[src/rtl/asp_irq_ctrl_if.sv]
// Host CSR (AVMM) slave bus, BSP interrupt lines and shell-side vector handshake for asp_irq_ctrl.
interface asp_irq_ctrl_if #(
  parameter int NUM_IRQ    = 4,
  parameter int CSR_ADDR_W = 3,
  parameter int CSR_DATA_W = 64
);
  localparam int VEC_W = (NUM_IRQ > 1) ? $clog2(NUM_IRQ) : 1;

  logic [NUM_IRQ-1:0]      irq_in;
  logic [CSR_ADDR_W-1:0]   csr_address;
  logic                    csr_read;
  logic                    csr_write;
  logic [CSR_DATA_W-1:0]   csr_writedata;
  logic [CSR_DATA_W/8-1:0] csr_byteenable;
  logic [CSR_DATA_W-1:0]   csr_readdata;
  logic                    csr_readdatavalid;
  logic                    csr_waitrequest;
  logic                    irq_req;
  logic [VEC_W-1:0]        irq_vector;
  logic                    irq_ack;

  modport master (
    output irq_in, csr_address, csr_read, csr_write, csr_writedata, csr_byteenable, irq_ack,
    input  csr_readdata, csr_readdatavalid, csr_waitrequest, irq_req, irq_vector
  );

  modport slave (
    input  irq_in, csr_address, csr_read, csr_write, csr_writedata, csr_byteenable, irq_ack,
    output csr_readdata, csr_readdatavalid, csr_waitrequest, irq_req, irq_vector
  );
endinterface

[src/rtl/asp_irq_ctrl.sv]
// ASP interrupt responder: pending/enable/in-service CSRs, round-robin vector req/ack to the shell.
// Define ASP_IRQ_EDGE_DETECT_EN for rising-edge capture of irq_in; default is level-sensitive.
module asp_irq_ctrl #(
  parameter int NUM_IRQ    = 4,
  parameter int NUM_USED   = 3,
  parameter int CSR_ADDR_W = 3,
  parameter int CSR_DATA_W = 64
) (
  input  logic         clk,
  input  logic         reset,
  asp_irq_ctrl_if.slave bus
);
  localparam int VEC_W = (NUM_IRQ > 1) ? $clog2(NUM_IRQ) : 1;
  localparam logic [NUM_IRQ-1:0]    LIVE     = NUM_IRQ'((64'd1 << NUM_USED) - 64'd1);
  localparam logic [CSR_ADDR_W-1:0] A_STATUS = CSR_ADDR_W'(0);
  localparam logic [CSR_ADDR_W-1:0] A_CLEAR  = CSR_ADDR_W'(1);
  localparam logic [CSR_ADDR_W-1:0] A_ENABLE = CSR_ADDR_W'(2);
  localparam logic [CSR_ADDR_W-1:0] A_SENT   = CSR_ADDR_W'(3);

  typedef enum logic [1:0] {S_IDLE, S_REQ, S_GAP} state_t;

  state_t                 state, state_nxt;
  logic [NUM_IRQ-1:0]     irq_p0;
  logic [NUM_IRQ-1:0]     src;
  logic [NUM_IRQ-1:0]     pending, in_service, enable;
  logic [NUM_IRQ-1:0]     cand, clr, ack_bits;
  logic [31:0]            sent_cnt;
  logic [VEC_W-1:0]       vec, last_ack, winner, probe;
  logic                   found, load_vec, ack_fire, wr_en;
  logic [CSR_DATA_W-1:0]  rd_mux, rdata;
  logic                   rvalid;
  int                     idx;

  // Stage p0: irq_in is registered before it can touch pending
`ifdef ASP_IRQ_EDGE_DETECT_EN
  logic [NUM_IRQ-1:0] irq_p1;
  always_ff @(posedge clk) begin
    if (reset) irq_p1 <= '0;
    else       irq_p1 <= irq_p0;
  end
  assign src = irq_p0 & ~irq_p1;
`else
  assign src = irq_p0;
`endif

  assign wr_en    = bus.csr_write && bus.csr_byteenable[0];
  assign clr      = (wr_en && bus.csr_address == A_CLEAR) ? bus.csr_writedata[NUM_IRQ-1:0] : '0;
  assign cand     = pending & enable & ~in_service;
  assign ack_bits = ack_fire ? (NUM_IRQ'(1) << vec) : '0;

  // Round-robin: search starts one past the last acked vector
  always_comb begin
    winner = last_ack;
    found  = 1'b0;
    idx    = 0;
    probe  = '0;
    for (int k = 1; k <= NUM_IRQ; k++) begin
      idx   = (int'(last_ack) + k) % NUM_IRQ;
      probe = VEC_W'(idx);
      if (!found && cand[probe]) begin
        winner = probe;
        found  = 1'b1;
      end
    end
  end

  always_ff @(posedge clk) begin
    if (reset) state <= S_IDLE;
    else       state <= state_nxt;
  end

  always_comb begin
    state_nxt = state;
    load_vec  = 1'b0;
    ack_fire  = 1'b0;
    unique case (state)
      S_IDLE: if (found) begin
        load_vec  = 1'b1;
        state_nxt = S_REQ;
      end
      S_REQ: if (bus.irq_ack) begin
        ack_fire  = 1'b1;
        state_nxt = S_GAP;
      end
      S_GAP:   state_nxt = S_IDLE;
      default: state_nxt = S_IDLE;
    endcase
  end

  always_comb begin
    rd_mux = '0;
    case (bus.csr_address)
      A_STATUS: begin
        rd_mux[NUM_IRQ-1:0]  = pending;
        rd_mux[8 +: NUM_IRQ] = in_service;
      end
      A_ENABLE: rd_mux[NUM_IRQ-1:0] = enable;
      A_SENT:   rd_mux[31:0]        = sent_cnt;
      default:  rd_mux = '0;
    endcase
  end

  // Stage p1: CSR state, pending capture (set beats clear), vector and read response
  always_ff @(posedge clk) begin
    if (reset) begin
      irq_p0     <= '0;
      pending    <= '0;
      in_service <= '0;
      enable     <= '0;
      sent_cnt   <= '0;
      vec        <= '0;
      last_ack   <= VEC_W'(NUM_IRQ - 1);
      rdata      <= '0;
      rvalid     <= 1'b0;
    end else begin
      irq_p0     <= bus.irq_in;
      pending    <= (pending & ~clr) | (src & LIVE);
      in_service <= (in_service | ack_bits) & ~clr;
      if (wr_en && bus.csr_address == A_ENABLE) enable <= bus.csr_writedata[NUM_IRQ-1:0];
      if (load_vec) vec <= winner;
      if (ack_fire) begin
        sent_cnt <= sent_cnt + 32'd1;
        last_ack <= vec;
      end
      rvalid <= bus.csr_read;
      if (bus.csr_read) rdata <= rd_mux;
    end
  end

  assign bus.csr_readdata      = rdata;
  assign bus.csr_readdatavalid = rvalid;
  assign bus.csr_waitrequest   = 1'b0;
  assign bus.irq_req           = (state == S_REQ);
  assign bus.irq_vector        = vec;

  logic unused_bits;
  assign unused_bits = ^{bus.csr_writedata[CSR_DATA_W-1:NUM_IRQ], bus.csr_byteenable[CSR_DATA_W/8-1:1]};
endmodule
[src/flat_wrapper.sv]
// flat-port wrapper written by rule: the top's interface ports become plain ports
module asp_irq_ctrl_flat 
#(
  parameter int NUM_IRQ    = 4,
  parameter int NUM_USED   = 3,
  parameter int CSR_ADDR_W = 3,
  parameter int CSR_DATA_W = 64
)
  (clk, reset, bus_irq_in, bus_csr_address, bus_csr_read, bus_csr_write, bus_csr_writedata, bus_csr_byteenable, bus_irq_ack, bus_csr_readdata, bus_csr_readdatavalid, bus_csr_waitrequest, bus_irq_req, bus_irq_vector);
  asp_irq_ctrl_if #(.NUM_IRQ(NUM_IRQ), .CSR_ADDR_W(CSR_ADDR_W), .CSR_DATA_W(CSR_DATA_W)) bus_i ();
  input  logic clk;
  input  logic reset;
  input wire logic [$bits(bus_i.irq_in)-1:0] bus_irq_in;
  input wire logic [$bits(bus_i.csr_address)-1:0] bus_csr_address;
  input wire logic [$bits(bus_i.csr_read)-1:0] bus_csr_read;
  input wire logic [$bits(bus_i.csr_write)-1:0] bus_csr_write;
  input wire logic [$bits(bus_i.csr_writedata)-1:0] bus_csr_writedata;
  input wire logic [$bits(bus_i.csr_byteenable)-1:0] bus_csr_byteenable;
  input wire logic [$bits(bus_i.irq_ack)-1:0] bus_irq_ack;
  output wire logic [$bits(bus_i.csr_readdata)-1:0] bus_csr_readdata;
  output wire logic [$bits(bus_i.csr_readdatavalid)-1:0] bus_csr_readdatavalid;
  output wire logic [$bits(bus_i.csr_waitrequest)-1:0] bus_csr_waitrequest;
  output wire logic [$bits(bus_i.irq_req)-1:0] bus_irq_req;
  output wire logic [$bits(bus_i.irq_vector)-1:0] bus_irq_vector;
  assign bus_i.irq_in = bus_irq_in;
  assign bus_i.csr_address = bus_csr_address;
  assign bus_i.csr_read = bus_csr_read;
  assign bus_i.csr_write = bus_csr_write;
  assign bus_i.csr_writedata = bus_csr_writedata;
  assign bus_i.csr_byteenable = bus_csr_byteenable;
  assign bus_i.irq_ack = bus_irq_ack;
  assign bus_csr_readdata = bus_i.csr_readdata;
  assign bus_csr_readdatavalid = bus_i.csr_readdatavalid;
  assign bus_csr_waitrequest = bus_i.csr_waitrequest;
  assign bus_irq_req = bus_i.irq_req;
  assign bus_irq_vector = bus_i.irq_vector;
  asp_irq_ctrl #(.NUM_IRQ(NUM_IRQ), .NUM_USED(NUM_USED), .CSR_ADDR_W(CSR_ADDR_W), .CSR_DATA_W(CSR_DATA_W)) u_core (.clk(clk), .reset(reset), .bus(bus_i));
endmodule
[config.mk]
export PLATFORM = sky130hd
export DESIGN_NAME = asp_irq_ctrl_flat
export DESIGN_NICKNAME = d
export VERILOG_FILES = /design/src/rtl/asp_irq_ctrl_if.sv /design/src/rtl/asp_irq_ctrl.sv /design/src/flat_wrapper.sv
export SDC_FILE = /design/constraint.sdc
export NUM_CORES = 1
export LEC_CHECK = 0
export CORE_MARGIN = 3
export CORE_UTILIZATION = 40
export DETAILED_ROUTE_END_ITERATION = 10
export HOLD_SLACK_MARGIN = 0.06
export PLACE_DENSITY = 0.75
export SLEW_MARGIN = 20
export SYNTH_ARGS = -nofsm -noshare
export SYNTH_HDL_FRONTEND = slang
export SYNTH_SLANG_ARGS = --single-unit
[constraint.sdc]
create_clock -name clk -period 3.2 [get_ports clk]
set_input_delay 0.32 -clock clk [delete_from_list [all_inputs] [get_ports clk]]
set_output_delay 0.32 -clock clk [all_outputs]
set_load 0.02 [all_outputs]
=== After elaboration in Yosys (flattened, before gate mapping) ===
Index checks and enable logic that the tools add are counted.

* Multiplexer cells: 29
* Magnitude comparators: 4
* Bitwise gates (word level): 8
* Shift-type cells: 1
* Reduce and logical (&&, ||, !) cells: 12
* Add/sub/neg operators: 5
* Equality and inequality tests: 6

{| class="wikitable"
|+ Operators by type and width
! kind !! count
|-
| adder 32 x 1 -> 32 bit, second input constant || 1
|-
| 2-to-1 mux 20 bit || 1
|-
| AND 4 bit || 4
|-
| less-than comparator 2 x 3 -> 1 bit, second input constant || 4
|-
| 2-to-1 mux 1 bit || 12
|-
| 2-to-1 mux 2 bit || 6
|-
| 2-to-1 mux 4 bit || 3
|-
| one-hot mux 4 bit (3 select lines) || 1
|-
| binary-select mux 1 bit (select 2 bit) || 4
|-
| inverter 4 bit || 2
|-
| one-hot mux 4 bit (2 select lines) || 1
|-
| == test 3 x 2 -> 1 bit, second input constant || 2
|-
| logical AND 1 bit || 6
|-
| adder 2 x 1 -> 2 bit, second input constant || 2
|-
| adder 2 bit, second input constant || 2
|-
| bitwise OR 4 x 3 -> 4 bit || 1
|-
| bitwise OR 4 bit || 1
|-
| one-hot mux 2 bit (2 select lines) || 1
|-
| left shift 1 x 2 -> 4 bit, first input constant || 1
|-
| == test 3 x 1 -> 1 bit, second input constant || 1
|-
| zero test 1 bit || 3
|-
| zero test 3 bit || 1
|-
| == test 2 x 1 -> 1 bit, second input constant || 1
|-
| zero test 2 bit || 1
|-
| 3 further kinds || 3
|}

* Register bits after elaboration: 86

=== Logic depth before layout (Yosys ltp) ===
* Depth after elaboration: 16
* Gate-level depth with buffers: 8
* Depth with buffers taken out: 6

=== Worst setup path before layout ===
OpenSTA, ideal clock, no wires.

* Kind: input port to flip-flop
* Start point: in bus_irq_ack
* End point: reg u_core.sent_cnt[31]
* Path slack: 1.643 ns
* Data required time: 3.130 ns
* Path buffers: 2
* Cell stages on the path: 7
* Arrival time: 1.488 ns
* Cell sequence: buf_4 > nand3_2 > nor3_4 > buf_2 > nand2_1 > or3_1 > a21oi_1

* Longest elaborated chain between the ends: 2

{| class="wikitable"
|+ Ends and longest elaborated chain
! what !! line !! source
|-
| start, declared || flat_wrapper.sv:19 || <nowiki>input wire logic [$bits(bus_i.irq_ack)-1:0] bus_irq_ack;</nowiki>
|-
| 2-to-1 mux 1 bit || asp_irq_ctrl.sv:81 || <nowiki>S_REQ: if (bus.irq_ack) begin</nowiki>
|-
| 2-to-1 mux 1 bit || asp_irq_ctrl.sv:76 || <nowiki>unique case (state)</nowiki>
|-
| end signal, assigned || asp_irq_ctrl.sv:122 || <nowiki>sent_cnt <= sent_cnt + 32'd1;</nowiki>
|-
| end, declared || asp_irq_ctrl.sv:27 || <nowiki>logic [31:0] sent_cnt;</nowiki>
|}

No other way between the ends.
A chain may end at the register's enable or synchronous reset.

=== Worst setup path in the final report ===
* Start point: in bus_irq_ack
* End point: reg u_core.sent_cnt[29]

Same word-level chain as after synthesis.

==> results.tsv <==
stage	metric	value	unit
sta	fin_crit	2.07	ns
sta	slew_headroom	0.602	
setup_path	crit_type	input port to flip-flop	
placed_design	pre_cts_ws	0.762	ns
pwr	vdd_drop_max	171	uV
logic_synthesis	synth_top_cell_area_share	0.445	
logic_synthesis	synthMuxAreaShare	0.0207	
logic_synthesis	synthSimpleGateAreaFrac	0.269	
routing	wl_per_cell	12.6	um
grt	grt-ovfl-total	0	
worst_hold_path	holdCritPathClass	input port to flip-flop	
sta	setup_tns	0	ns
grt	grt_pass1_vias	2905	
clock_network	cts_hold_buf	0	
routing	drcViolationCount	0	
die	rows	35	
routing	dr.pass1.iters	4	
layout	fillCellCount	882	
grt	grt_usage	0.151	
logic_synthesis	async_flop_share	0	
routing	routed_wl	7.87	mm
setup_path	crit_arrival	2.37	ns
placed_design	dp_cells	610	
sta	fmax	482	MHz
logic_synthesis	synth-seq-cells	86	
layout	nets	577	
logic_synthesis	synth_common_cells	86 x dfxtp_1, 77 x nor2_1, 42 x a21oi_1, 38 x nor2b_1, 34 x buf_4	
logic_synthesis	ys_types	44	
clock_network	clock_latency	0.37	ns
logic_synthesis	synth.yosys.warnings	0	
die	die_h	104	um
layout	n_antenna_cell	0	
logic_synthesis	synthCells	448	
sta	tightest_slew	0.593	ns
pwr	power_density	433	nW/um2
logic_synthesis	syn_area	3870	um2
outcome	status	completed	
logic_synthesis	ys_seq_area_frac	0.445	
routing	vias_per_cell	4.83	
setup_path	regToRegSetupSlack	1.38	ns
sta	drv_slew	0	
clock_network	clockRootBuffer	clkbuf_8	
sta	finalSetupViolCount	0	
setup_path	crit_path_end_kind	flip-flop	
routing	via_count	3023	
clock_network	clk_path_buf_depth	2	
logic_synthesis	synthAdderAreaFrac	0.00324	
pwr	p_leak	1.80	nW
run	maxCapViolCount	0	
logic_synthesis	synth_top_family_by_area	simple AND/OR/NAND/NOR gates	
setup_path	cp_max_fo	11	
clock_network	cts.sinks	86	
logic_synthesis	synth-edff-count	0	
clock_network	cts_resized	0	
clock_network	cts_buffers	9	
logic_synthesis	synth_flop_cell	dfxtp_1	
grt	grt_max_degree	34	
sta	min_period_over_period	0.648	
clock_network	htree_num_levels	3	
die	core-area	9330	um2
sta	skew	0.0142	ns
logic_synthesis	synthTopCellsByArea	dfxtp_1 45%, nor2_1 7.5%, buf_4 6.6%	
placed_design	io_buffers	51	
setup_path	startpoint_type	input port	
logic_synthesis	yosysTopAreaCell	dfxtp_1	
setup_path	required	3.50	ns
grt	antenna_found_initial	0	
routing	first_iter_violations	112	
layout	drive_gt1_frac	0.0684	
routing	ant_nets	0	
sta	setup_slack	1.13	ns
die	die_w	104	um
sta	finalHoldViolations	0	
logic_synthesis	synth_compound_area_frac	0.0974	
clock_network	cts_tree	yes	
clock_network	cts_setup_buffers	0	
layout	area.growth.synth_to_final	17.5	%
logic_synthesis	postSynthAreaPerCell	8.63	um2
logic_synthesis	yosysMostFrequentCell	dfxtp_1	
layout	layoutNonFillerInstCount	626	
placed_design	gp_congestion	0.869	
die	boundaryPins	153	
sta	rsz0062_at_grt	false	
die	start_util	0.415	
die	dieArea	10900	um2
grt	grt_pass1_wl	13.7	mm
logic_synthesis	synth-xor-area-share	0.0634	
placed_design	hpwl	5.61	mm
clock_network	clk_transition_reported_paths	0.09	ns
area by class of cell:
| class | instances | area, um2 | share of cell area |
|---|---|---|---|
| Multi-Input combinational cell | 332 | 1880 | 0.413 |
| Sequential cell | 86 | 1720 | 0.379 |
| Timing Repair Buffer | 59 | 566 | 0.124 |
| Tap cell | 129 | 161 | 0.0355 |
| Clock buffer | 9 | 124 | 0.0273 |
| Clock inverter | 7 | 80.1 | 0.0176 |
| Inverter | 4 | 15.0 | 0.00330 |
final timing paths:
path	cells after the start	endpoint	from
worst max register to register	5	u_core.sent_cnt[29]	u_core.sent_cnt[2]
worst min-delay path	2	u_core.bus.csr_readdata[0]	reset
worst min register to register	2	u_core.pending[2]	u_core.irq_p0[2]
worst max-delay path	6	u_core.sent_cnt[29]	bus_irq_ack
layout by cell type (no fill, tap or decap), drive strengths merged:
cell type and count:
clkdlybuf4s50 50, ha 1, and4 6, o22ai 2, clkinvlp 2, nor3 3, nor2b 38, a22o 4
nand3b 3, dfxtp 86, clkbuf 9, a21oi 42, xor2 24, buf 9, or3 3, conb 33
and3b 2, a211oi 1, and2 5, and3 7, o211a 2, o21ai 8, nand2 23, o211ai 1
o221ai 1, clkinv 2, mux2i 8, inv 6, xnor2 4, nand4 11, a41oi 1, nand3 14
nor2 77, nand2b 1, a311oi 3, nor3b 3, bufinv 1, nand4b 1
where the power goes:
part | total (W) | internal [W] | switching [W]
registers | 0.00108 | 0.00108 | 0.00000450
logic | 0.000114 | 0.0000315 | 0.0000821
clock network | 0.000773 | 0.000368 | 0.000405
cell families after synthesis:
group	Yosys count
AOI/OAI and AO/OA	65
xor gates and xnor gates	28
adders and majority gates	1
buffers and inverters	62
DFF	86
muxes	8
other	1
and+or+nand+nor	197
registers in the layout, indices dropped and copies added, names as in the netlist:
signal / cells
u_core.in_service: 4
u_core.bus.csr_readdata: 32
u_core.enable: 4
u_core.bus.csr_readdatavalid: 1
u_core.sent_cnt: 32
u_core.state: 2
u_core.bus.irq_vector: 2
u_core.pending: 4
u_core.irq_p0: 3
u_core.last_ack: 2
critical path, cell delays in order:
cell             delay [ns]
clkdlybuf4s50_1        0.68
nand3_2                0.18
nor3_4                 0.51
nand3_2                0.16
or3_1                  0.38
a21oi_1                0.13
metal layers:
metal / GRT usage / vias to the layer above / share of wire / routed length [um]
met1: 0.198 / 1395 / 0.48 / 3760
met4: 0.0532 / 0 / 0.015 / 119
met2: 0.231 / 99 / 0.44 / 3470
li1: - / 1518 / - / -
met5: 0 / - / 0 / 0
met3: 0.0490 / 11 / 0.066 / 523
stage by stage:
step	power [W]	utilization	hold slack [ns]	area [um2]
finish	0.00197	0.487	0.447	4540
global route	0.00204	0.487	0.452	4540
CTS	0.00199	0.487	0.424	4540
detailed placement	0.00122	0.465	0.442	4340
global placement	0.00122	0.465	0.419	4340
floorplan	0.00121	-	0.413	3990
Power figures use the tool's default switching activity.
==> edit: new RTL, same settings <==
`CSR_ADDR_W` is set to 3 in 3 places; all go to 2.
--- a/src/rtl/asp_irq_ctrl_if.sv
+++ b/src/rtl/asp_irq_ctrl_if.sv
@@ -1,7 +1,7 @@
 // Host CSR (AVMM) slave bus, BSP interrupt lines and shell-side vector handshake for asp_irq_ctrl.
 interface asp_irq_ctrl_if #(
   parameter int NUM_IRQ    = 4,
-  parameter int CSR_ADDR_W = 3,
+  parameter int CSR_ADDR_W = 2,
   parameter int CSR_DATA_W = 64
 );
   localparam int VEC_W = (NUM_IRQ > 1) ? $clog2(NUM_IRQ) : 1;
--- a/src/rtl/asp_irq_ctrl.sv
+++ b/src/rtl/asp_irq_ctrl.sv
@@ -3,7 +3,7 @@
 module asp_irq_ctrl #(
   parameter int NUM_IRQ    = 4,
   parameter int NUM_USED   = 3,
-  parameter int CSR_ADDR_W = 3,
+  parameter int CSR_ADDR_W = 2,
   parameter int CSR_DATA_W = 64
 ) (
   input  logic         clk,
--- a/src/flat_wrapper.sv
+++ b/src/flat_wrapper.sv
@@ -3,7 +3,7 @@
 #(
   parameter int NUM_IRQ    = 4,
   parameter int NUM_USED   = 3,
-  parameter int CSR_ADDR_W = 3,
+  parameter int CSR_ADDR_W = 2,
   parameter int CSR_DATA_W = 64
 )
   (clk, reset, bus_irq_in, bus_csr_address, bus_csr_read, bus_csr_write, bus_csr_writedata, bus_csr_byteenable, bus_irq_ack, bus_csr_readdata, bus_csr_readdatavalid, bus_csr_waitrequest, bus_irq_req, bus_irq_vector);
Ports: changed (resized bus_csr_address); port bits go from 153 to 152. No check against the original RTL was run, so the function may have changed too.
==> edit against the original RTL <==
Cell count up 0.80%. Global-route usage increased by 0.066 points. Register-to-register slack got worse by 410 ps. Synthesized area is 4.1% higher. Design area rose by 2.7%. Sequential cell count did not move. Setup slack got worse by 160 ps. Sequential power about the same. Power increased by 2.6%. Routed wire length up 7.5%.
==> edit: results (changes against the original RTL) <==
area share of the largest cell type after synthesis -> 42.8% (-1.8 points)
Min Hold Slack -> 396 ps (-50.7 ps)
WL final -> 8.46 mm (+7.5%)
Netlist cell types -> 49 (+11%)
Final Skew -> 12.0 ps (-2.19 ps)
Leak -> 1.67 nW (-7.6%)
hpwl dp -> 5.93 mm (+5.7%)
worst skew pair latency -> 350 ps (-20 ps)
Worst R2R Setup Slack -> 970 ps (-410 ps)
placed insts -> 616 (+0.98%)
Slew HR -> 40.1% (-20 points)
Area contributors post-synth -> dfxtp_1 (43%), buf_4 (6.2%), a21oi_1 (6.0%), nand3_1 (4.2%), nand2b_1 (3.9%)
R2R cell count -> 4 (-1)
Critical Path Source Type -> flop
number of global-route vias before repair -> 3099 (+6.7%)
# port buffers -> 50 (-2.0%)
critical-path cell with the highest stage delay -> or4_4
hold path endpoint -> u_core.last_ack[0]
Area Growth Syn to Fin -> 15.9%
hold depth -> 3 (+1)
Psw -> 0.000467 W (-4.8%)
dpl ws -> 635 ps (-126 ps)
largest net degree at the start of global routing -> 58 (+71%)
CP max FO -> 28 (+17)
fraction of layout cells with a size suffix above 1 -> 4.78% (-2.1 points)
Post-synth top cells -> dfxtp_1 (86), a21oi_1 (48), nor2_1 (41)
critical path data arrival time -> 2470 ps (+100 ps)
post-synthesis sequential area ratio -> 42.8% (-1.8 points)
max incr delay on CP -> 700 ps (+20 ps)
Total Routing Usage GR -> 15.1% (+0.066 points)
first-pass GRT wire length -> 14.4 mm (+4.6%)
Vias/cell -> 5.25 (+8.8%)
fmax -> 448 MHz (-7.2%)
outcome -> finished, final reports clean
worst flop-to-flop path startpoint -> u_core.sent_cnt[9]
Final GP Congestion -> 0.803 (-7.7%)
Final #Nets -> 587 (+1.7%)
edit: changes by cell type in the layout (fill, tap and decap cells not counted), moves of 6 or more:
cell / delta
a21oi_1: +6
nand2b_1: +24
nand3_1: +22
nor2_1: -36
nor2b_1: -31
nor4_1: +7
o31ai_1: +15
or4_1: +14
xor2_1: -19
edit: per-layer routing:
| layer | wire length [um] | vias to the layer above | track usage (%) |
|---|---|---|---|
| met3 | 528 | 7 | 3.58 |
| met1 | 3980 | 1558 | 20.0 |
| li1 | - | 1658 | - |
| met5 | 0 | - | 0 |
| met4 | 66 | 0 | 4.07 |
| met2 | 3880 | 91 | 24.8 |
edit: logic make-up after synthesis:
kind of cell / Yosys count / synth area share (%)
simple gates: 183 / 25.0
flops: 86 / 42.8
other cells: 1 / 0.0931
compound gates: 92 / 14.5
mux: 14 / 3.54
buf+inv: 70 / 9.98
fa+ha+maj: 6 / 1.86
xor+xnor: 10 / 2.18
edit: worst min-delay path: cells and delay by family:
kind / cells / cell delay, ps
AO/OA/AOI/OAI: 1 / 120
buffers and inverters: 2 / 250
edit: power by group through the flow:
stage | combinational [W] | clock [W] | sequential [W]
CTS | 0.000127 | 0.000822 | 0.00108
global route | 0.000139 | 0.000860 | 0.00108
floorplan | 0.000120 | 0 | 0.00111
detailed placement | 0.000126 | 0 | 0.00111
global placement | 0.000124 | 0 | 0.00111
finish | 0.000127 | 0.000808 | 0.00108
edit: layout make-up:
class                           instances  area, um2
Fill cell                             926       4830
Multi-Input combinational cell        338       2020
Sequential cell                        86       1720
Timing Repair Buffer                   55        528
Tap cell                              129        161
Clock buffer                           11        131
Clock inverter                          4       72.6
Inverter                                8       30.0
